[src/rtl/imem_loader_if.sv]
// Host-side bus of the instruction-memory loader: session control, byte
// stream, memory word port and pipeline control.
interface imem_loader_if;
    logic        start;
    logic [6:0]  word_count;
    logic        abort;
    logic        byte_valid;
    logic [7:0]  byte_in;
    logic        byte_ready;
    logic        mem_write_enable;
    logic [7:0]  mem_address;
    logic [31:0] mem_data;
    logic        pc_enable;
    logic        if_id_enable;
    logic        pipeline_reset;
    logic        busy;
    logic        done;
    logic        load_error;

    modport slave (
        input  start, word_count, abort, byte_valid, byte_in,
        output byte_ready, mem_write_enable, mem_address, mem_data,
               pc_enable, if_id_enable, pipeline_reset, busy, done, load_error
    );

    modport master (
        output start, word_count, abort, byte_valid, byte_in,
        input  byte_ready, mem_write_enable, mem_address, mem_data,
               pc_enable, if_id_enable, pipeline_reset, busy, done, load_error
    );
endinterface

[src/rtl/imem_loader.sv]
// Packs a big-endian byte stream into 32-bit words, writes them to instruction
// memory and holds the CPU pipeline in reset until the load session finishes.
module imem_loader #(
    parameter int RESET_HOLD = 2,
    parameter int MAX_WORDS  = 64
) (
    input  logic         clk,
    input  logic         reset,
    imem_loader_if.slave bus
);
    typedef enum logic [2:0] {IDLE, LOAD, WRITE, RELEASE, DONE} state_t;

    localparam int HW = (RESET_HOLD > 1) ? $clog2(RESET_HOLD) : 1;
    localparam logic [HW-1:0] HOLD_LAST = HW'(RESET_HOLD - 1);
    localparam logic [6:0]    MAX_CNT   = 7'(MAX_WORDS);

    state_t        state_q, state_d;
    logic [6:0]    count_q, count_d;
    logic [6:0]    word_index_q, word_index_d;
    logic [1:0]    byte_index_q, byte_index_d;
    logic [HW-1:0] hold_q, hold_d;
    logic [31:0]   word_q, word_d;
    logic          load_error_q, load_error_d;
    logic [7:0]    mem_address_q, mem_address_d;
    logic [31:0]   mem_data_q, mem_data_d;
    logic          byte_ready_q, mem_write_enable_q, busy_q, done_q;
    logic          pc_enable_q, if_id_enable_q, pipeline_reset_q;
    logic [6:0]    clamped_count;

    assign clamped_count = (bus.word_count > MAX_CNT) ? MAX_CNT : bus.word_count;

    // NOTE: every variable gets a default before the case so no latch is inferred.
    always_comb begin
        state_d       = state_q;
        count_d       = count_q;
        word_index_d  = word_index_q;
        byte_index_d  = byte_index_q;
        hold_d        = hold_q;
        word_d        = word_q;
        load_error_d  = load_error_q;
        mem_address_d = mem_address_q;
        mem_data_d    = mem_data_q;

        case (state_q)
            IDLE: begin
                if (bus.start) begin
                    count_d      = clamped_count;
                    word_index_d = '0;
                    byte_index_d = '0;
                    hold_d       = '0;
                    load_error_d = 1'b0;
                    state_d      = (clamped_count == 7'd0) ? RELEASE : LOAD;
                end
            end
            LOAD: begin
                // Abort outranks a byte arriving on the same edge; that byte is dropped.
                if (bus.abort) begin
                    load_error_d = 1'b1;
                    byte_index_d = '0;
                    hold_d       = '0;
                    state_d      = RELEASE;
                end else if (bus.byte_valid) begin
                    word_d = {word_q[23:0], bus.byte_in};
                    if (byte_index_q == 2'd3) begin
                        byte_index_d  = '0;
                        mem_data_d    = {word_q[23:0], bus.byte_in};
                        mem_address_d = 8'({word_index_q, 2'b00});
                        state_d       = WRITE;
                    end else begin
                        byte_index_d = byte_index_q + 2'd1;
                    end
                end
            end
            WRITE: begin
                word_index_d = word_index_q + 7'd1;
                hold_d       = '0;
                if (bus.abort) begin
                    load_error_d = 1'b1;
                    state_d      = RELEASE;
                end else if (word_index_q + 7'd1 == count_q) begin
                    state_d = RELEASE;
                end else begin
                    state_d = LOAD;
                end
            end
            RELEASE: begin
                if (hold_q == HOLD_LAST) begin
                    hold_d  = '0;
                    state_d = DONE;
                end else begin
                    hold_d = hold_q + HW'(1);
                end
            end
            DONE:    state_d = IDLE;
            default: state_d = IDLE;
        endcase
    end

    // NOTE: sequential state uses non-blocking assignments only.
    always_ff @(posedge clk or posedge reset) begin
        if (reset) begin
            state_q            <= IDLE;
            count_q            <= '0;
            word_index_q       <= '0;
            byte_index_q       <= '0;
            hold_q             <= '0;
            word_q             <= '0;
            load_error_q       <= 1'b0;
            mem_address_q      <= '0;
            mem_data_q         <= '0;
            byte_ready_q       <= 1'b0;
            mem_write_enable_q <= 1'b0;
            busy_q             <= 1'b0;
            done_q             <= 1'b0;
            pc_enable_q        <= 1'b1;
            if_id_enable_q     <= 1'b1;
            pipeline_reset_q   <= 1'b0;
        end else begin
            state_q            <= state_d;
            count_q            <= count_d;
            word_index_q       <= word_index_d;
            byte_index_q       <= byte_index_d;
            hold_q             <= hold_d;
            word_q             <= word_d;
            load_error_q       <= load_error_d;
            mem_address_q      <= mem_address_d;
            mem_data_q         <= mem_data_d;
            // Outputs are decoded from the next state so they are glitch-free registers.
            byte_ready_q       <= (state_d == LOAD);
            mem_write_enable_q <= (state_d == WRITE);
            busy_q             <= (state_d != IDLE);
            done_q             <= (state_d == DONE) && !load_error_d;
            pc_enable_q        <= (state_d == IDLE);
            if_id_enable_q     <= (state_d == IDLE);
            pipeline_reset_q   <= (state_d != IDLE);
        end
    end

    assign bus.byte_ready       = byte_ready_q;
    assign bus.mem_write_enable = mem_write_enable_q;
    assign bus.mem_address      = mem_address_q;
    assign bus.mem_data         = mem_data_q;
    assign bus.pc_enable        = pc_enable_q;
    assign bus.if_id_enable     = if_id_enable_q;
    assign bus.pipeline_reset   = pipeline_reset_q;
    assign bus.busy             = busy_q;
    assign bus.done             = done_q;
    assign bus.load_error       = load_error_q;
endmodule

[src/flat_wrapper.sv]
// flat-port wrapper written by rule: the top's interface ports become plain ports
module imem_loader_flat 
#(
    parameter int RESET_HOLD = 2,
    parameter int MAX_WORDS  = 64
)
  (clk, reset, bus_start, bus_word_count, bus_abort, bus_byte_valid, bus_byte_in, bus_byte_ready, bus_mem_write_enable, bus_mem_address, bus_mem_data, bus_pc_enable, bus_if_id_enable, bus_pipeline_reset, bus_busy, bus_done, bus_load_error);
  imem_loader_if bus_i ();
  input  logic clk;
  input  logic reset;
  input wire logic [$bits(bus_i.start)-1:0] bus_start;
  input wire logic [$bits(bus_i.word_count)-1:0] bus_word_count;
  input wire logic [$bits(bus_i.abort)-1:0] bus_abort;
  input wire logic [$bits(bus_i.byte_valid)-1:0] bus_byte_valid;
  input wire logic [$bits(bus_i.byte_in)-1:0] bus_byte_in;
  output wire logic [$bits(bus_i.byte_ready)-1:0] bus_byte_ready;
  output wire logic [$bits(bus_i.mem_write_enable)-1:0] bus_mem_write_enable;
  output wire logic [$bits(bus_i.mem_address)-1:0] bus_mem_address;
  output wire logic [$bits(bus_i.mem_data)-1:0] bus_mem_data;
  output wire logic [$bits(bus_i.pc_enable)-1:0] bus_pc_enable;
  output wire logic [$bits(bus_i.if_id_enable)-1:0] bus_if_id_enable;
  output wire logic [$bits(bus_i.pipeline_reset)-1:0] bus_pipeline_reset;
  output wire logic [$bits(bus_i.busy)-1:0] bus_busy;
  output wire logic [$bits(bus_i.done)-1:0] bus_done;
  output wire logic [$bits(bus_i.load_error)-1:0] bus_load_error;
  assign bus_i.start = bus_start;
  assign bus_i.word_count = bus_word_count;
  assign bus_i.abort = bus_abort;
  assign bus_i.byte_valid = bus_byte_valid;
  assign bus_i.byte_in = bus_byte_in;
  assign bus_byte_ready = bus_i.byte_ready;
  assign bus_mem_write_enable = bus_i.mem_write_enable;
  assign bus_mem_address = bus_i.mem_address;
  assign bus_mem_data = bus_i.mem_data;
  assign bus_pc_enable = bus_i.pc_enable;
  assign bus_if_id_enable = bus_i.if_id_enable;
  assign bus_pipeline_reset = bus_i.pipeline_reset;
  assign bus_busy = bus_i.busy;
  assign bus_done = bus_i.done;
  assign bus_load_error = bus_i.load_error;
  imem_loader #(.RESET_HOLD(RESET_HOLD), .MAX_WORDS(MAX_WORDS)) u_core (.clk(clk), .reset(reset), .bus(bus_i));
endmodule
[config.mk]
export PLATFORM = sky130hd
export DESIGN_NAME = imem_loader_flat
export DESIGN_NICKNAME = d
export VERILOG_FILES = /design/src/rtl/imem_loader_if.sv /design/src/rtl/imem_loader.sv /design/src/flat_wrapper.sv
export SDC_FILE = /design/constraint.sdc
export NUM_CORES = 1
export LEC_CHECK = 0
export BUFFER_PORTS_ARGS = -buffer_cell sky130_fd_sc_hd__buf_2
export CORE_MARGIN = 2
export CORE_UTILIZATION = 55
export CTS_CLUSTER_SIZE = 8
export DETAILED_ROUTE_END_ITERATION = 12
export PLACE_DENSITY = 0.79
export SYNTH_ARGS = -nofsm -noshare
export SYNTH_HDL_FRONTEND = slang
export SYNTH_SLANG_ARGS = --single-unit
[constraint.sdc]
create_clock -name clk -period 7 [get_ports clk]
set_clock_uncertainty 0.05 [all_clocks]
set_input_delay 0.35 -clock clk [delete_from_list [all_inputs] [get_ports clk]]
set_output_delay 0.35 -clock clk [all_outputs]
set_load 0.02 [all_outputs]
After elaboration in Yosys (flattened, before gate mapping)

Index checks and enable logic that the tools add are counted.

Register bits after elaboration: 88
Bits of input ports: 20
Output and inout bits: 48

Add/subtract/negate cells: 3
Order comparisons: 1
Equal/unequal tests: 11
Muxes and demuxes: 24
Bitwise logic cells: 1
Reductions and logical operators: 16

Operators by type and width:

| cell                | number |
|---|---|
| $mux 3              | 6 |
| $mux 7              | 2 |
| $pmux 7 s2          | 1 |
| $mux 2              | 6 |
| $pmux 3 s4          | 1 |
| $eq 3x2->1 const B  | 3 |
| $reduce_and 3->1    | 3 |
| $add 7x1->7 const B | 1 |
| $eq 7x7->1          | 1 |
| $gt 7x7->1 const B  | 1 |
| $logic_not 7->1     | 1 |
| $eq 3x1->1 const B  | 2 |
| $logic_not 3->1     | 2 |
| $mux 1              | 5 |
| $ne 2x2->1 const B  | 2 |
| $pmux 1 s4          | 1 |
| $pmux 2 s2          | 1 |
| $reduce_and 2->1    | 2 |
| $reduce_and 4->1    | 1 |
| $reduce_bool 2->1   | 2 |
| $reduce_bool 4->1   | 1 |
| $eq 3x3->1 const B  | 1 |
| $ne 3x3->1 const B  | 1 |
| $reduce_bool 3->1   | 1 |
| other kinds (8)     | 8 |

Longest topological paths before layout

Depth after elaboration: 8
Gate-level depth with buffers: 7
Gate-level depth less buffers: 6

Worst setup path before layout

Ideal clock, no wire load.

Path type: reg2reg
From: register u_core.word_index_q[0]
To: register u_core.byte_ready_q (netlist: u_core.bus.byte_ready)
Setup time: 0.120 ns
Arrival: 1.648 ns
Required time: 6.830 ns
Slack: 5.182 ns
Cell stages (with the launch flop): 7
Clock period less this slack: 1.818 ns
Cell sequence: dfrtp_1 -> ha_1 -> nand3_1 -> mux2i_1 -> nand4_1 -> a2111o_1 -> and3_1

Word-level cells in the longest chain between the ends: 6

Ends and longest elaborated chain:

| what                   | line               | text |
|---|---|---|
| start, declared        | imem_loader.sv:19  | `logic [6:0] word_index_q, word_index_d;` |
| start signal, assigned | imem_loader.sv:121 | `word_index_q <= word_index_d;` |
| $add 7x1->7            | imem_loader.sv:80  | `end else if (word_index_q + 7'd1 == count_q) begin` |
| $eq 7x7->1             | imem_loader.sv:80  |  |
| $mux 2                 | imem_loader.sv:80  |  |
| $mux 3                 | imem_loader.sv:77  | `if (bus.abort) begin` |
| $pmux 3 s4             | imem_loader.sv:44  | `case (state_q)` |
| $eq 3x1->1             | imem_loader.sv:129 | `byte_ready_q <= (state_d == LOAD);` |
| end signal, assigned   | imem_loader.sv:129 |  |
| end, declared          | imem_loader.sv:26  | `logic byte_ready_q, mem_write_enable_q, busy_q, done_q;` |

Every way passes these cells.
A chain may end at the register's enable or synchronous reset.

Final worst setup path

From: register u_core.state_q[0]
To: register u_core.mem_data_q[28] (netlist: u_core.bus.mem_data[28])

Word-level cells in the longest chain between the ends: 2

Ends and longest elaborated chain:

| what                              | line               | text |
|---|---|---|
| start, declared                   | imem_loader.sv:17  | `state_t state_q, state_d;` |
| start signal, assigned            | imem_loader.sv:119 | `state_q <= state_d;` |
| $eq 3x1->1                        | imem_loader.sv:44  |  |
| $reduce_and 4->1 (no source line) | n/a                |  |
| end signal, assigned              | imem_loader.sv:127 | `mem_data_q <= mem_data_d;` |
| end, declared                     | imem_loader.sv:25  | `logic [31:0] mem_data_q, mem_data_d;` |

Every way passes these cells.

==> impl_metrics.toml <==
[synth]
synth-edff-count = 0
synth.cell_area_um2 = 3730
ys_async_sr_fraction_pct = 100
yosys-top-cells-count = "90 x nand2_1, 87 x dfrtp_1, 30 x mux2_2, 17 x o21ai_0, 10 x nor2_1"
synthCells = 330
ys_seq_area_share_pct = 59.0
ys_dominant_reg_cell = "dfrtp_1"
synth_seq_cells = 88
synth_largest_area_cell = "dfrtp_1"
synth.area.top_cells = "dfrtp_1 58%, mux2_2 9.1%, nand2_1 9.1%"
netlist.area_leader.share_pct = 58.3
synth.yosys.warnings = 0
yosys.cell_types.count = 43
syn_area_per_cell_um2 = 11.3
dominant_cell_by_count_in_the_synthesized_netlist = "nand2_1"

[timing]
slew_headroom_pct = 28.2
setup_slack_ns = 4.10
max_freq_mhz = 345
maxSlewViolCount = 0
min_period_over_period_pct = 41.4
timing.hold.ws_ns = 0.169
rsz_0062_raised_after_global_routing = "false"
tns_ns = 0
hold_viol_final = 0
setup_viol_count_final = 0
worst_max_slew_pin_slew_ns = 1.08
fin_crit_ns = 2.90

[die]
dieWidth_um = 86.4
core_um2 = 6680
placement_rows = 30
start_util_pct = 55.9
die_area_um2 = 7460
die_h_um = 86.4
ioPinCount = 68

[route]
drt-vias-per-instance = 5.27
drc = 0
drt_pre_antenna_iters = 4
wl_um = 6930
initialDrtViolationCount = 185
wl_per_cell_um = 14.6
num_vias = 2499
route.antenna.remaining_nets = 0

[grt]
global_route.usage.total_pct = 19.8
global_route_wire_length_before_repair_um = 11600
global_route.overflow_total = 0
first_global_vias = 2425
antenna_found_initial = 0
grt_max_degree = 89

[setup_path]
timing.reg2reg.setup_slack_ns = 4.10
critical_path_cell_by_cell = "nor3b_4, nand3b_4, inv_2, nand2_2, mux2_4"
timing.critical_path.fanout_max = 39
critical_path_arrival_ns = 3.07
worst_path_cell_with_the_longest_stage_delay = "nand2_2"
type_of_the_worst_setup_path = "reg -> reg"
worst_setup_path_end_kind = "register"
critical_path.max_stage_delay_ns = 0.63
reg2reg_to = "u_core.bus.mem_data[28]$_DFFE_PP0P_"
worst_r2r_path_depth = 5
crit-reg2reg-launch = "u_core.state_q[0]$_DFF_PP0_"
critical_path.startpoint_type = "register"
cp_data_required_time_ns = 7.17

[placement]
portBuffers = 65
detailedPlace.worstSlack_ns = 4.09
place_hpwl_um = 4720
dpl-instance-area_um2 = 4080
placed_cells_incl_taps = 460
globalplace.congestion = 0.851

[finish]
finalNonFillerCells = 474
nets = 413
drive_gt1_share_pct = 32.5
antenna_cells_inserted = 0
syn_to_final_growth_pct = 14.4
post-route-util_pct = 63.9
stdcell_area_um2 = 4270

[job]
drv_cap = 0

[clock_network]
worst_skew_pair.late_latency_ns = 0.34
cts.repair_timing.setup_buffer_count = 0
cts.path.max_buffers = 2
cts_max_level = 3
cts.root.buffer_cell = "clkbuf_8"
numCtsBuffers = 9
cts.sinks = 88
clock_tree_from_tritoncts = "done"
resize_count_post_cts = 0
cts_hold_repair.buffers = 0
clk_pin_slew_ns = 0.08

[worst_hold_path]
worstHoldPathType = "in -> reg"
hold_path_depth = 3
beginning_of_the_worst_hold_path = "bus_byte_in[2]"
timing.hold.worst_endpoint = "u_core.word_q[2]$_DFFE_PP0P_"

[outcome]
run_status = "finished, final reports clean"

[power_and_ir_drop]
power.ir.vdd_worst_uv = 230
final_total_pwr_mw = 1.63
p_leak_nw = 2.34
power.density_cell_area_nw_per_um2 = 382
==> state kept, by name, indices dropped and copies added (netlist names), 2 cells and up <==
| name | cells |
|---|---|
| u_core.word_q | 24 |
| u_core.byte_index_q | 2 |
| u_core.count_q | 7 |
| u_core.state_q | 3 |
| u_core.word_index_q | 7 |
| u_core.bus.mem_data | 32 |
| u_core.bus.mem_address | 6 |
==> report_power, final <==
| group | total [mW] | switching, mW | internal [mW] |
|---|---|---|---|
| registers | 0.804 | 0.135 | 0.669 |
| logic | 0.483 | 0.276 | 0.206 |
| clock network | 0.345 | 0.165 | 0.180 |
==> critical path: cells and delay by family (launching register included) <==
family                 cells  cell delay (ns)
muxes                      1             0.52
DFF                        1             0.53
and+or+nand+nor            3             1.25
buffers and inverters      1             0.41
==> how the worst max path moves through the flow <==
| stage | from | endpoint | slack [ns] | cells past startpoint |
|---|---|---|---|---|
| finish | u_core.state_q[0]$_DFF_PP0_ | u_core.bus.mem_data[28]$_DFFE_PP0P_ | 4.10 | 5 |
| global route | u_core.state_q[0]$_DFF_PP0_ | u_core.bus.mem_data[28]$_DFFE_PP0P_ | 3.83 | 5 |
| CTS | u_core.state_q[0]$_DFF_PP0_ | u_core.bus.mem_data[28]$_DFFE_PP0P_ | 4.08 | 5 |
| detailed placement | u_core.state_q[0]$_DFF_PP0_ | u_core.bus.mem_data[28]$_DFFE_PP0P_ | 4.09 | 5 |
| global placement | u_core.state_q[0]$_DFF_PP0_ | u_core.bus.mem_data[1]$_DFFE_PP0P_ | 4.21 | 5 |
| floorplan | reset | u_core.bus.busy$_DFF_PP0_ | 4.32 | 1 |
==> kinds of logic after synthesis <==
logic type / synth area share (%)
and+or+nand+nor: 16.0
DFF: 59.0
muxes: 13.2
AOI/OAI and AO/OA: 5.46
buffers and inverters: 3.22
xor gates and xnor gates: 2.35
adders and majority gates: 0.670
other: 0.100
==> layout by cell type, fill, tap and decap left out, types with 8 or more instances in the layout <==
master,instances
buf_2,65
clkbuf_8,11
dfrtp_1,87
mux2_2,30
mux2_4,9
nand2_1,89
nand2b_1,8
nor2_1,10
o21ai_0,17
==> per-layer routing <==
| metal | GRT usage, % | vias up | routed length (um) |
|---|---|---|---|
| met5 | 0 | - | 0 |
| met4 | 7.53 | 0 | 126 |
| met3 | 3.14 | 11 | 209 |
| met2 | 30.6 | 49 | 3300 |
| met1 | 28.6 | 1213 | 3290 |
| li1 | - | 1226 | - |
==> cell type report <==
class | count | area, um^2
Clock buffer | 11 | 151
Clock inverter | 3 | 42.5
Fill cell | 546 | 2410
Inverter | 6 | 23.8
Multi-Input combinational cell | 220 | 1420
Sequential cell | 88 | 2200
Tap cell | 80 | 100
Timing Repair Buffer | 66 | 333
Power figures use the tool's default switching activity.
